--- src/rtl/neuraedge_tile_pkg.sv ---
// Shared types and constants for the neuraedge tile bank arbiter.
package neuraedge_tile_pkg;

  typedef enum logic {
    S_IDLE = 1'b0,
    S_BUSY = 1'b1
  } bank_state_e;

  localparam int NUM_REQ_DEF = 3;
  localparam int BANKS_DEF   = 4;

  localparam int BANK_IDX_W = $clog2(BANKS_DEF);
  localparam int REQ_ID_W   = $clog2(NUM_REQ_DEF);

  localparam int REQ_CTRL = 0;
  localparam int REQ_NOC  = 1;
  localparam int REQ_PE   = 2;

endpackage

--- src/rtl/rr_arbiter.sv ---
// Round-robin pick over NUM_REQ eligibility bits starting at ptr_i.
// Optional macro TILE_ARB_PRIO0_EN: requester 0 always wins when eligible,
// and the pointer only advances on grants to the other requesters.
module rr_arbiter
  import neuraedge_tile_pkg::*;
#(
  parameter int NUM_REQ = NUM_REQ_DEF,
  parameter int RIW     = REQ_ID_W
) (
  input  logic [NUM_REQ-1:0] elig_i,
  input  logic [RIW-1:0]     ptr_i,
  output logic [NUM_REQ-1:0] grant_o,
  output logic [RIW-1:0]     grant_id_o,
  output logic               grant_valid_o,
  output logic [RIW-1:0]     ptr_next_o
);

  // First eligible requester at or after the pointer, wrapping; then pointer update.
  always_comb begin
    int          idx;
    logic        found;
    logic [RIW-1:0] id;
    logic        advance;
    idx     = 0;
    found   = 1'b0;
    id      = '0;
    advance = 1'b0;
    grant_o = '0;
    for (int k = 0; k < NUM_REQ; k++) begin
      idx = (int'(ptr_i) + k) % NUM_REQ;
      if (!found && elig_i[idx]) begin
        found = 1'b1;
        id    = RIW'(idx);
      end
    end
`ifdef TILE_ARB_PRIO0_EN
    if (elig_i[REQ_CTRL]) begin
      found = 1'b1;
      id    = RIW'(REQ_CTRL);
    end
    advance = found && (id != RIW'(REQ_CTRL));
`else
    advance = found;
`endif
    if (found) grant_o[id] = 1'b1;
    grant_id_o    = id;
    grant_valid_o = found;
    if (advance)
      ptr_next_o = (int'(id) + 1 >= NUM_REQ) ? '0 : id + 1'b1;
    else
      ptr_next_o = ptr_i;
  end

endmodule

--- src/rtl/tile_bank_arbiter.sv ---
// Per-bank round-robin arbitration of the tile scratchpad between requesters.
// Each bank holds one transaction in a two-state FSM until bank_ready, then the
// completion pulses back to the owning requester one cycle later.
// Optional macro TILE_ARB_PRIO0_EN gives requester 0 fixed priority.
module tile_bank_arbiter
  import neuraedge_tile_pkg::*;
#(
  parameter int NUM_REQ = NUM_REQ_DEF,
  parameter int BANKS   = BANKS_DEF,
  parameter int ADDR_W  = 13,
  parameter int DATA_W  = 64
) (
  input  logic                       clk,
  input  logic                       rst_n,
  input  logic [NUM_REQ-1:0]         req_valid,
  output logic [NUM_REQ-1:0]         req_ready,
  input  logic [NUM_REQ-1:0]         req_we,
  input  logic [NUM_REQ*((BANKS>1)?$clog2(BANKS):1)-1:0] req_bank,
  input  logic [NUM_REQ*ADDR_W-1:0]  req_addr,
  input  logic [NUM_REQ*DATA_W-1:0]  req_wdata,
  output logic [NUM_REQ-1:0]         rsp_valid,
  output logic [NUM_REQ*DATA_W-1:0]  rsp_rdata,
  output logic [BANKS-1:0]           bank_enable,
  output logic [BANKS-1:0]           bank_write_en,
  output logic [BANKS*ADDR_W-1:0]    bank_addr,
  output logic [BANKS*DATA_W-1:0]    bank_wdata,
  input  logic [BANKS*DATA_W-1:0]    bank_rdata,
  input  logic [BANKS-1:0]           bank_ready
);

  localparam int BIW = (BANKS > 1) ? $clog2(BANKS) : 1;
  localparam int RIW = (NUM_REQ > 1) ? $clog2(NUM_REQ) : 1;

  // Unflattened request / bank-data views
  logic [BIW-1:0]    req_bank_a  [NUM_REQ];
  logic [ADDR_W-1:0] req_addr_a  [NUM_REQ];
  logic [DATA_W-1:0] req_wdata_a [NUM_REQ];
  logic [DATA_W-1:0] bank_rdata_a[BANKS];

  // Requester-side state
  logic [NUM_REQ-1:0] out_q, out_d;
  logic [NUM_REQ-1:0] rsp_valid_q, rsp_valid_d;
  logic [DATA_W-1:0]  rsp_rdata_q [NUM_REQ];
  logic [DATA_W-1:0]  rsp_rdata_d [NUM_REQ];

  // Bank-side state
  bank_state_e       state_q [BANKS];
  bank_state_e       state_d [BANKS];
  logic [RIW-1:0]    ptr_q   [BANKS];
  logic              we_q    [BANKS];
  logic [ADDR_W-1:0] addr_q  [BANKS];
  logic [DATA_W-1:0] wdata_q [BANKS];
  logic [RIW-1:0]    owner_q [BANKS];

  // Arbiter results
  logic [NUM_REQ-1:0] gnt       [BANKS];
  logic [RIW-1:0]     gnt_id    [BANKS];
  logic               gnt_valid [BANKS];
  logic [RIW-1:0]     ptr_nxt   [BANKS];

  for (genvar gi = 0; gi < NUM_REQ; gi++) begin : g_req
    assign req_bank_a[gi]  = req_bank[gi*BIW +: BIW];
    assign req_addr_a[gi]  = req_addr[gi*ADDR_W +: ADDR_W];
    assign req_wdata_a[gi] = req_wdata[gi*DATA_W +: DATA_W];
    assign rsp_rdata[gi*DATA_W +: DATA_W] = rsp_rdata_q[gi];
  end

  for (genvar gi = 0; gi < BANKS; gi++) begin : g_bank
    logic [NUM_REQ-1:0] elig;

    // A requester is eligible when it targets this idle bank and has nothing in flight
    // (a response going out this cycle frees it immediately).
    always_comb begin
      elig = '0;
      for (int i = 0; i < NUM_REQ; i++) begin
        elig[i] = rst_n && (state_q[gi] == S_IDLE) && req_valid[i] &&
                  (req_bank_a[i] == BIW'(gi)) && (!out_q[i] || rsp_valid_q[i]);
      end
    end

    rr_arbiter #(
      .NUM_REQ(NUM_REQ),
      .RIW    (RIW)
    ) u_rr (
      .elig_i       (elig),
      .ptr_i        (ptr_q[gi]),
      .grant_o      (gnt[gi]),
      .grant_id_o   (gnt_id[gi]),
      .grant_valid_o(gnt_valid[gi]),
      .ptr_next_o   (ptr_nxt[gi])
    );

    assign bank_rdata_a[gi] = bank_rdata[gi*DATA_W +: DATA_W];
    assign bank_enable[gi]   = (state_q[gi] == S_BUSY);
    assign bank_write_en[gi] = (state_q[gi] == S_BUSY) && we_q[gi];
    assign bank_addr[gi*ADDR_W +: ADDR_W]  = (state_q[gi] == S_BUSY) ? addr_q[gi]  : '0;
    assign bank_wdata[gi*DATA_W +: DATA_W] = (state_q[gi] == S_BUSY) ? wdata_q[gi] : '0;
  end

  // Merge per-bank grants into the per-requester ready vector.
  always_comb begin
    req_ready = '0;
    for (int b = 0; b < BANKS; b++) req_ready = req_ready | gnt[b];
  end

  // Bank FSM next state: grant moves to BUSY, bank_ready returns to IDLE.
  always_comb begin
    for (int b = 0; b < BANKS; b++) begin
      state_d[b] = state_q[b];
      case (state_q[b])
        S_IDLE:  if (gnt_valid[b])  state_d[b] = S_BUSY;
        S_BUSY:  if (bank_ready[b]) state_d[b] = S_IDLE;
        default: state_d[b] = S_IDLE;
      endcase
    end
  end

  // Completing banks produce next cycle's response for their owner; writes return zero.
  always_comb begin
    rsp_valid_d = '0;
    for (int i = 0; i < NUM_REQ; i++) rsp_rdata_d[i] = '0;
    for (int b = 0; b < BANKS; b++) begin
      if (state_q[b] == S_BUSY && bank_ready[b]) begin
        rsp_valid_d[owner_q[b]] = 1'b1;
        rsp_rdata_d[owner_q[b]] = we_q[b] ? '0 : bank_rdata_a[b];
      end
    end
  end

  assign out_d     = (out_q & ~rsp_valid_q) | req_ready;
  assign rsp_valid = rsp_valid_q;

  // Bank FSM state, round-robin pointer and captured transaction.
  always_ff @(posedge clk) begin
    if (!rst_n) begin
      for (int b = 0; b < BANKS; b++) begin
        state_q[b] <= S_IDLE;
        ptr_q[b]   <= '0;
        we_q[b]    <= 1'b0;
        addr_q[b]  <= '0;
        wdata_q[b] <= '0;
        owner_q[b] <= '0;
      end
    end else begin
      for (int b = 0; b < BANKS; b++) begin
        state_q[b] <= state_d[b];
        if (state_q[b] == S_IDLE && gnt_valid[b]) begin
          ptr_q[b]   <= ptr_nxt[b];
          we_q[b]    <= req_we[gnt_id[b]];
          addr_q[b]  <= req_addr_a[gnt_id[b]];
          wdata_q[b] <= req_wdata_a[gnt_id[b]];
          owner_q[b] <= gnt_id[b];
        end
      end
    end
  end

  // Outstanding flags and the registered completion pulse per requester.
  always_ff @(posedge clk) begin
    if (!rst_n) begin
      out_q       <= '0;
      rsp_valid_q <= '0;
      for (int i = 0; i < NUM_REQ; i++) rsp_rdata_q[i] <= '0;
    end else begin
      out_q       <= out_d;
      rsp_valid_q <= rsp_valid_d;
      for (int i = 0; i < NUM_REQ; i++) rsp_rdata_q[i] <= rsp_rdata_d[i];
    end
  end

endmodule

--- config.mk ---
export PLATFORM = sky130hd
export DESIGN_NAME = tile_bank_arbiter
export DESIGN_NICKNAME = d
export VERILOG_FILES = /design/src/rtl/neuraedge_tile_pkg.sv /design/src/rtl/rr_arbiter.sv /design/src/rtl/tile_bank_arbiter.sv
export SDC_FILE = /design/constraint.sdc
export NUM_CORES = 2
export LEC_CHECK = 0
export BUFFER_PORTS_ARGS = -buffer_cell sky130_fd_sc_hd__buf_2
export CAP_MARGIN = 25
export CORE_AREA = 2 2 394 396
export DETAILED_ROUTE_END_ITERATION = 12
export DIE_AREA = 0 0 396 398
export PLACE_DENSITY = 0.51
export SLEW_MARGIN = 20
export SYNTH_ARGS = -nofsm -noshare
export SYNTH_HDL_FRONTEND = slang
export SYNTH_SLANG_ARGS = --single-unit
export TNS_END_PERCENT = 1
--- constraint.sdc ---
create_clock -name clk -period 4.4 [get_ports clk]
set_input_delay 0.88 -clock clk [delete_from_list [all_inputs] [get_ports clk]]
set_output_delay 0.88 -clock clk [all_outputs]
set_load 0.05 [all_outputs]
==> flow_metrics.env <==
export IMPL_max_freq_mhz=238.6
export IMPL_total_power_mw=15.54
export IMPL_critical_path_class="reg2out"
export IMPL_num_vias=35080
export IMPL_cellLeakagePower_nw=17.14
export IMPL_ys_flop_type="edfxtp_1"
export IMPL_layout_commonest_cell="buf_2"
export IMPL_cp_start_kind="flop"
export IMPL_route_detailed_wl_per_inst_um=28.16
export IMPL_die_h_um=398
export IMPL_min_delay_start="req_we[2]"
export IMPL_period_minus_slack_ns=4.190
export IMPL_crit_path_top_delay_cell="dfxtp_1"
export IMPL_gr_total_overflow=0
export IMPL_rows=144
export IMPL_outcome="completed"
export IMPL_routed_wl_mm=187.7
export IMPL_max_stage_delay_ns=0.39
export IMPL_drv_slew=0
export IMPL_cts_resized_gates=0
export IMPL_fin_cells=6664
export IMPL_grt_pass1_wl_mm=256.7
export IMPL_core_area_um2=153300
export IMPL_cts_tree="done"
export IMPL_relSlewSlack_pct=36.21
export IMPL_crit_path_end_kind="primary output"
export IMPL_die_w_um=396
export IMPL_firstDrtPassIters=7
export IMPL_finalSetupViolCount=0
export IMPL_place_congestion=0.9622
export IMPL_critPathTopFamily="simple AND/OR/NAND/NOR gates"
export IMPL_min_path_type="in2reg"
export IMPL_synth_enable_flop_cells=325
export IMPL_antenna_found_initial=89
export IMPL_path_buf_inv=1
export IMPL_synth_nets=4237
export IMPL_synthesis_area_um2=31390
export IMPL_yosysWarningCount=0
export IMPL_cts_sinks=530
export IMPL_synthTopCellsByArea="edfxtp_1 31%, dfxtp_1 13%, and2_1 6.4%"
export IMPL_ctsHoldBuffers=0
export IMPL_place_area_um2=38940
export IMPL_reg2reg_from="rsp_valid[0]$_SDFF_PN0_"
export IMPL_io_buffers=1018
export IMPL_yosysTopAreaCell="edfxtp_1"
export IMPL_skew_ns=0.04997
export IMPL_cts_root_buf="clkbuf_16"
export IMPL_fp_dieArea_um2=157600
export IMPL_dp_hpwl_mm=129.2
export IMPL_area_delta_synth_final_pct=32.60
export IMPL_clockBufferDepth=3
export IMPL_initial_core_util_pct=20.47
export IMPL_syn_avg_cell_area_um2=8.439
export IMPL_grt_max_degree=141
export IMPL_worst_pin_slew_ns=0.9569
export IMPL_holdWs_ns=0.5072
export IMPL_startpoint="rsp_valid[0]$_SDFF_PN0_"
export IMPL_vdd_drop_max_v=0.0002351
export IMPL_viasPerCell=5.264
export IMPL_design_area_um2=41620
export IMPL_period_share_pct=95.23
export IMPL_antenna_left=0
export IMPL_rsz0062_at_grt="false"
export IMPL_synthArstFlopShare_pct=0
export IMPL_dr_first_iter_drc_count=4091
export IMPL_cts_clk_slew_worst_paths_ns=0.06
export IMPL_crit_chain="nor2b_1, and4bb_2, a22oi_1, nand4b_1, ha_1, and2_1, or2_2, buf_2"
export IMPL_num_io_pins=1019
export IMPL_final_cell_mix="1,018 x buf_2, 505 x nor2_1, 406 x nand2_1"
export IMPL_postCtsSetupBuffers=0
export IMPL_syn_inst=3719
export IMPL_ys_ff_latch=530
export IMPL_hold_viol=0
export IMPL_clk_latency_ns=0.69
export IMPL_critPathRequiredTime_ns=3.52
export IMPL_arrival_ns=3.31
export IMPL_synth_cell_type_count=72
export IMPL_fin_nets=5035
export IMPL_grt_usage_pct=22.52
export IMPL_powerDensity_nw_per_um2=373.3
export IMPL_cts_htree_levels=3
export IMPL_drive_gt1_share_pct=27.89
export IMPL_post_route_drc_count=0
export IMPL_tns_ns=0
export IMPL_cap_violations=0
export IMPL_grt_pass1_vias=32690
export IMPL_placedCellCount=6487
export IMPL_numCtsBuffers=72
export IMPL_ys_seq_area_share_pct=44.17
export IMPL_cp_max_fo=5
export IMPL_yosys_area_top_type_share_pct=31.10
[report_power, final]
| group | internal [mW] | total (mW) | switching (mW) |
|---|---|---|---|
| clock network | 3.79 | 6.43 | 2.64 |
| logic | 0.841 | 3.26 | 2.41 |
| registers | 5.66 | 5.85 | 0.191 |
[synth_stat cells (all sizes together), types with 4 or more instances]
cell,instances
nor2,506
o21ai,78
dfxtp,205
a311oi,129
a21oi,381
nand3,70
and2,320
nor3,10
ha,13
inv,30
a222oi,13
buf,76
or3,6
nor4,5
a211oi,130
a2111oi,77
edfxtp,325
o211ai,64
clkbuf,306
o31ai,5
nand2b,136
nand2,410
a31oi,4
nor2b,134
nor3b,8
and3,5
a221oi,4
a22oi,220
[registers in the layout (all words and copies together), names as in the netlist]
register and flops:
rsp_valid 3, rsp_rdata_q 192, addr_q 52, owner_q 8, state_q 4, wdata_q 256
we_q 4, ptr_q 8, out_q 3
[per-layer routing]
layer | GRT usage (%) | vias up | part of all wire, %
li1 | - | 15060 | -
met1 | 27.85 | 17180 | 39
met5 | 0 | - | 0.20
met4 | 8.820 | 56 | 3.9
met3 | 7.335 | 399 | 11
met2 | 36.16 | 2378 | 46
[worst min-delay path, stage by stage]
cell      delay, ns
buf_2          0.12
a222oi_1       0.09
nand2_1        0.06
[area by class of cell]
class	count	area, um^2
Inverter	30	120.1
Clock inverter	32	558.0
Timing Repair Buffer	1106	6306
Clock buffer	97	2002
Fill cell	16640	111700
Sequential cell	530	13880
Multi-Input combinational cell	2777	16070
Tap cell	2044	2557
Antenna cell	48	120.1
[metrics by stage]
step	setup slack [ns]	util (%)
global placement	0.4038	25.40
CTS	0.1558	27.06
detailed placement	0.3714	25.40
floorplan	-0.2773	-
global route	0.04848	27.09
finish	0.2097	27.14
[worst paths after layout]
path | end | slack (ns) | cells after the start
worst max-delay path | req_ready[2] | 0.21 | 8
worst min-delay path | we_q[1]$_DFF_P_ | 0.51 | 3
worst max register to register | addr_q[3][4]$_SDFFCE_PN0P_ | 1.04 | 6
worst min register to register | out_q[1]$_SDFF_PN0_ | 0.56 | 2
[logic make-up after synthesis]
group,share of synthesized area [%]
simple gates,25.08
mux,0.09568
flops,44.17
compound gates,24.73
fa+ha+maj,0.5860
buf+inv,5.342
No activity file was read; power rests on OpenSTA's default activity.
